==> config.mk <==
export PLATFORM = sky130hd
export DESIGN_NAME = mul_div_unit
export DESIGN_NICKNAME = d
export VERILOG_FILES = /design/src/rtl/mdu_pkg.sv /design/src/rtl/mdu_iter_core.sv /design/src/rtl/mul_div_unit.sv
export SDC_FILE = /design/constraint.sdc
export NUM_CORES = 1
export LEC_CHECK = 0
export CAP_MARGIN = 30
export CORE_MARGIN = 5
export CORE_UTILIZATION = 64
export DETAILED_ROUTE_END_ITERATION = 6
export MAX_ROUTING_LAYER = met4
export PLACE_DENSITY = 0.87
export SLEW_MARGIN = 5
export SYNTH_ARGS = -nofsm -noshare
export SYNTH_HDL_FRONTEND = slang
export SYNTH_SLANG_ARGS = --single-unit
==> constraint.sdc <==
create_clock -name clk -period 6.9 [get_ports clk]
set_input_delay 1.725 -clock clk [delete_from_list [all_inputs] [get_ports clk]]
set_output_delay 1.725 -clock clk [all_outputs]
set_load 0.02 [all_outputs]
==> src/rtl/mdu_pkg.sv <==
// Shared op codes and FSM state type for the iterative multiply/divide unit.
package mdu_pkg;

    localparam logic [2:0] MDU_MULT  = 3'd0;
    localparam logic [2:0] MDU_MULTU = 3'd1;
    localparam logic [2:0] MDU_DIV   = 3'd2;
    localparam logic [2:0] MDU_DIVU  = 3'd3;
    localparam logic [2:0] MDU_MTHI  = 3'd4;
    localparam logic [2:0] MDU_MTLO  = 3'd5;

    typedef enum logic [1:0] {
        IDLE = 2'd0,
        RUN  = 2'd1,
        FIX  = 2'd2
    } state_t;

endpackage

==> src/rtl/mdu_iter_core.sv <==
// One iteration of the shared engine: shift-add multiply step or restoring divide step.
module mdu_iter_core #(
    parameter int unsigned WIDTH = 32
) (
    input  logic             div,
    input  logic [WIDTH-1:0] acc,
    input  logic [WIDTH-1:0] q,
    input  logic [WIDTH-1:0] m,
    output logic [WIDTH-1:0] acc_next_c,
    output logic [WIDTH-1:0] q_next_c
);

    logic [WIDTH-1:0] addend;
    logic [WIDTH:0]   sum;
    logic [WIDTH:0]   rem_sh;
    logic [WIDTH:0]   diff;

    always_comb begin
        addend     = q[0] ? m : {WIDTH{1'b0}};
        sum        = {1'b0, acc} + {1'b0, addend};
        rem_sh     = {acc, q[WIDTH-1]};
        diff       = rem_sh - {1'b0, m};
        acc_next_c = sum[WIDTH:1];
        q_next_c   = {sum[0], q[WIDTH-1:1]};
        if (div) begin
            // Top bit of diff set means the shifted remainder was below the divisor.
            if (!diff[WIDTH]) begin
                acc_next_c = diff[WIDTH-1:0];
                q_next_c   = {q[WIDTH-2:0], 1'b1};
            end else begin
                acc_next_c = rem_sh[WIDTH-1:0];
                q_next_c   = {q[WIDTH-2:0], 1'b0};
            end
        end
    end

endmodule

==> src/rtl/mul_div_unit.sv <==
// Iterative MIPS multiply/divide unit with HI/LO registers; WIDTH+2 cycles per mult/div.
module mul_div_unit
    import mdu_pkg::*;
#(
    parameter int unsigned WIDTH = 32
) (
    input  logic             clk,
    input  logic             rst_n,
    input  logic             start,
    input  logic [2:0]       op,
    input  logic [WIDTH-1:0] a,
    input  logic [WIDTH-1:0] b,
    output logic             busy,
    output logic             done,
    output logic [WIDTH-1:0] hi,
    output logic [WIDTH-1:0] lo
);

    localparam int unsigned CW = $clog2(WIDTH);

    state_t                 state, state_nx;
    logic [CW-1:0]          cnt;
    logic [WIDTH-1:0]       acc, qr, mr;
    logic [WIDTH-1:0]       acc_nx, q_nx;
    logic                   is_div, neg_q, neg_r, dz;
    logic                   accept_c, md_start_c, sgn_c;
    logic [WIDTH-1:0]       a_sel_c, b_sel_c;
    logic [2*WIDTH-1:0]     prod_c;
    logic [WIDTH-1:0]       quo_c, rem_c;

    mdu_iter_core #(.WIDTH(WIDTH)) u_core (
        .div        (is_div),
        .acc        (acc),
        .q          (qr),
        .m          (mr),
        .acc_next_c (acc_nx),
        .q_next_c   (q_nx)
    );

    // Operand conditioning and final sign correction
    always_comb begin
        accept_c   = start && (state == IDLE);
        md_start_c = accept_c && (op <= MDU_DIVU);
        sgn_c      = !op[0];
        a_sel_c    = (sgn_c && a[WIDTH-1]) ? -a : a;
        b_sel_c    = (sgn_c && b[WIDTH-1]) ? -b : b;
        prod_c     = neg_q ? -{acc, qr} : {acc, qr};
        quo_c      = dz ? {WIDTH{1'b1}} : (neg_q ? -qr : qr);
        rem_c      = neg_r ? -acc : acc;
    end

    always_ff @(posedge clk or negedge rst_n) begin
        if (!rst_n) begin
            state <= IDLE;
        end else begin
            state <= state_nx;
        end
    end

    always_comb begin
        state_nx = state;
        case (state)
            IDLE:    if (md_start_c) state_nx = RUN;
            RUN:     if (cnt == '0) state_nx = FIX;
            FIX:     state_nx = IDLE;
            default: state_nx = IDLE;
        endcase
    end

    always_ff @(posedge clk or negedge rst_n) begin
        if (!rst_n) begin
            cnt    <= '0;
            acc    <= '0;
            qr     <= '0;
            mr     <= '0;
            is_div <= 1'b0;
            neg_q  <= 1'b0;
            neg_r  <= 1'b0;
            dz     <= 1'b0;
            hi     <= '0;
            lo     <= '0;
            busy   <= 1'b0;
            done   <= 1'b0;
        end else begin
            busy <= (state_nx != IDLE);
            done <= (state == FIX);
            if (md_start_c) begin
                acc    <= '0;
                qr     <= op[1] ? a_sel_c : b_sel_c;
                mr     <= op[1] ? b_sel_c : a_sel_c;
                cnt    <= CW'(WIDTH - 1);
                is_div <= op[1];
                neg_q  <= sgn_c && (a[WIDTH-1] ^ b[WIDTH-1]);
                neg_r  <= sgn_c && op[1] && a[WIDTH-1];
                dz     <= op[1] && (b == '0);
            end else if (accept_c && op == MDU_MTHI) begin
                hi <= a;
            end else if (accept_c && op == MDU_MTLO) begin
                lo <= a;
            end
            if (state == RUN) begin
                acc <= acc_nx;
                qr  <= q_nx;
                cnt <= cnt - CW'(1);
            end
            // Divide by zero leaves |a| in the remainder; dividend-sign fix restores a.
            if (state == FIX) begin
                if (is_div) begin
                    hi <= rem_c;
                    lo <= quo_c;
                end else begin
                    hi <= prod_c[2*WIDTH-1:WIDTH];
                    lo <= prod_c[WIDTH-1:0];
                end
            end
        end
    end

endmodule

==> results.py <==
metrics = {
    "sta": {
        "worst_pin_slew_ns": 0.917,
        "relSlewSlack_pct": 38.3,
        "fin_ws_ns": 2.39,
        "hold_viol_final": 0,
        "fmax_ghz": 0.222,
        "fin_skew_ns": 0.0174,
        "setup_tns_ns": 0,
        "report.final.slew_viol_count": 0,
        "grt_setup_unrepaired": "no",
        "finalCriticalPeriod_ns": 4.51,
        "setup_viol": 0,
        "finalCritPeriodShare_pct": 65.3,
    },
    "synth": {
        "synth.distinct_cells": 84,
        "syn-num-nets": 2027,
        "syn_area_per_cell_um2": 7.95,
        "synth_warnings": 0,
        "syn_area_mm2": 0.0150,
        "yosysTopAreaCell": "dfrtp_1",
        "yosysMostFrequentCell": "nand2_1",
        "yosys_register_bits": 173,
        "synth.top_cell.area_share_pct": 28.9,
        "async_reset_ff_share_pct": 100,
        "synthFlopType": "dfrtp_1",
        "synth-edff-count": 0,
        "yosysSeqAreaShare_pct": 28.9,
        "ys_top_cells_by_area": "dfrtp_1, o21ai_0, xnor2_1",
        "netlist_instances": 1886,
        "synth_common_cells": "nand2_1, o21ai_0, dfrtp_1, a21oi_1, nor2_1",
    },
    "setup_path": {
        "regToRegStartpoint": "qr[31]",
        "endpoint": "mr[31]",
        "reg2reg_slack_ns": 2.59,
        "critPathCaptureType": "register",
        "rr_worst_depth": 13,
        "worstSetupStartpoint": "a[6]",
        "cp_data_required_time_ns": 7.27,
        "rr_endpoint": "acc[29]",
        "startpoint_type": "input pin",
        "arrival_ns": 4.88,
        "worst-setup-path-type": "in2reg",
        "crit_fanout": 7,
    },
    "detailed_routing": {
        "drt-total-wl_um": 53000,
        "wl_met2_um": 22900,
        "wl_met1_um": 20700,
        "drc": 0,
        "wl_met3_um": 7160,
        "vias_per_cell": 6.83,
        "routed.top_layer": "met4",
        "postRouteAntennaNets": 0,
        "wl_per_cell_um": 23.2,
        "vias": 15600,
        "drt-initial-drc-count": 2487,
        "first_pass_iters": 6,
    },
    "clock_tree": {
        "post-cts-setup-buffers": 0,
        "ctsHtreeMaxLevel": 4,
        "ctsHoldBuffers": 0,
        "clkSinkCount": 173,
        "cts_root_buf": "clkbuf_16",
        "cts_tree": "yes",
        "cts_buffers": 17,
        "insertion_delay_ns": 0.45,
        "clockBufferDepth": 2,
        "clkTransAtPathRegs_ns": 0.08,
        "post_cts_resized": 0,
    },
    "floorplanning": {
        "core_area_mm2": 0.0233,
        "die-area_mm2": 0.0266,
        "die_w_um": 163,
        "num_rows": 56,
        "initial_core_util_pct": 64.4,
        "boundaryPins": 136,
        "die_y_um": 163,
    },
    "cells_and_area": {
        "area_delta_synth_final_pct": 14.5,
        "final_cell_area_mm2": 0.0172,
        "final_nets": 2091,
        "n_antenna_cell": 0,
        "drive_above_1_share_pct": 5.55,
        "final_cells": 2282,
    },
    "power_and_ir_drop": {
        "intPower_w": 0.00464,
        "finalPower_w": 0.00954,
        "pwr-share-comb_pct": 66.5,
        "pwr-share-seq_pct": 23.4,
        "pwr-share-clk_pct": 10.2,
        "p_per_area_mw_per_mm2": 556,
        "swShare_pct": 51.3,
        "power_leakage_nw": 7.20,
        "p_switching_w": 0.00490,
        "ir_worst_vdd_mv": 0.327,
    },
    "global_route": {
        "antenna_found_initial": 0,
        "grt_start_max_net_pins": 100,
        "grt_pass1_vias": 14700,
        "grt_pass1_wl_um": 82200,
        "grt_usage_pct": 40.4,
        "grt-ovfl-total": 0,
    },
    "place": {
        "dp_slack_ns": 2.06,
        "gp_congestion": 1.06,
        "dpl.hpwl_um": 39400,
        "dpl.cell_count": 2243,
        "placed_area_mm2": 0.0165,
        "numPortBuffers": 135,
    },
    "job": {
        "maxCapViolations": 0,
    },
    "min_path": {
        "holdPathStages": 2,
        "hold_class": "reg2reg",
    },
    "run_status": {
        "outcome": "finished, final reports clean",
    },
}
[per-stage QoR]
stage / hold slack [ns] / util [%]
floorplan: 0.448 / -
global placement: 0.461 / 70.7
detailed placement: 0.469 / 70.8
CTS: 0.485 / 73.2
global route: 0.518 / 73.8
finish: 0.481 / 73.8
[how the worst min path moves through the flow]
stage	endpoint	startpoint
floorplan	state[1]	cnt[4]
global placement	state[1]	cnt[4]
detailed placement	lo[25]	lo[25]
CTS	lo[25]	lo[25]
global route	mr[5]	mr[5]
finish	lo[13]	lo[13]
[layer usage]
layer / global-route usage (%) / vias to the layer above
met1: 55.1 / 7204
met3: 9.31 / 203
li1: - / 6994
met4: 17.0 / 0
met5: - / -
met2: 58.0 / 1191
[cells by family after synthesis]
kind of cell    Yosys count  share of synthesized area [%]
compound gates          632                           26.1
xor+xnor                169                           9.87
fa+ha+maj                71                           6.03
buf+inv                 180                           4.61
flops                   173                           28.9
mux                      93                           6.33
simple gates            568                           18.2
[power by group through the flow]
stage | Clock [W] | Sequential, W | Combinational (W)
final | 0.000968 | 0.00223 | 0.00634
after global routing | 0.00101 | 0.00228 | 0.00686
after CTS | 0.000964 | 0.00218 | 0.00614
after detailed placement | 0 | 0.00219 | 0.00610
after global placement | 0 | 0.00217 | 0.00595
after floorplan | 0 | 0.00212 | 0.00431
[placed cells by master, fill, tap and decap left out, types with 61 or more instances in the layout]
master / n
xnor2_1: 103
o21ai_0: 193
dfrtp_1: 172
clkdlybuf4s50_1: 133
nor2_1: 148
xor2_1: 66
a21oi_1: 159
mux2i_1: 80
ha_1: 69
inv_1: 61
nand2_1: 203
[area by class of cell]
class	instances	area (um^2)
sequential	173	4330
multi-input combinational	1533	9990
fill	1820	6100
clock buffer	19	443
timing repair buffer	163	1640
tap	319	399
inverter	62	233
clock inverter	13	126
[sequential cells by signal, indices dropped and copies added, names as in the netlist]
| signal | flops |
|---|---|
| neg_q | 1 |
| is_div | 1 |
| hi | 32 |
| acc | 32 |
| dz | 1 |
| busy | 1 |
| mr | 32 |
| qr | 32 |
| state | 2 |
| done | 1 |
| cnt | 5 |
| lo | 32 |
| neg_r | 1 |
[critical path, stage by stage]
cell and delay, ns:
clkdlybuf4s50_1 0.58, nor4_2 0.34, or2b_1 0.31, nor4_4 0.32, nand2_1 0.21, or4_4 0.50, nor4_1 0.39, o21a_1 0.24
mux2i_1 0.08, o21ai_0 0.18
Note: power is estimated with default switching activity, not from simulation.
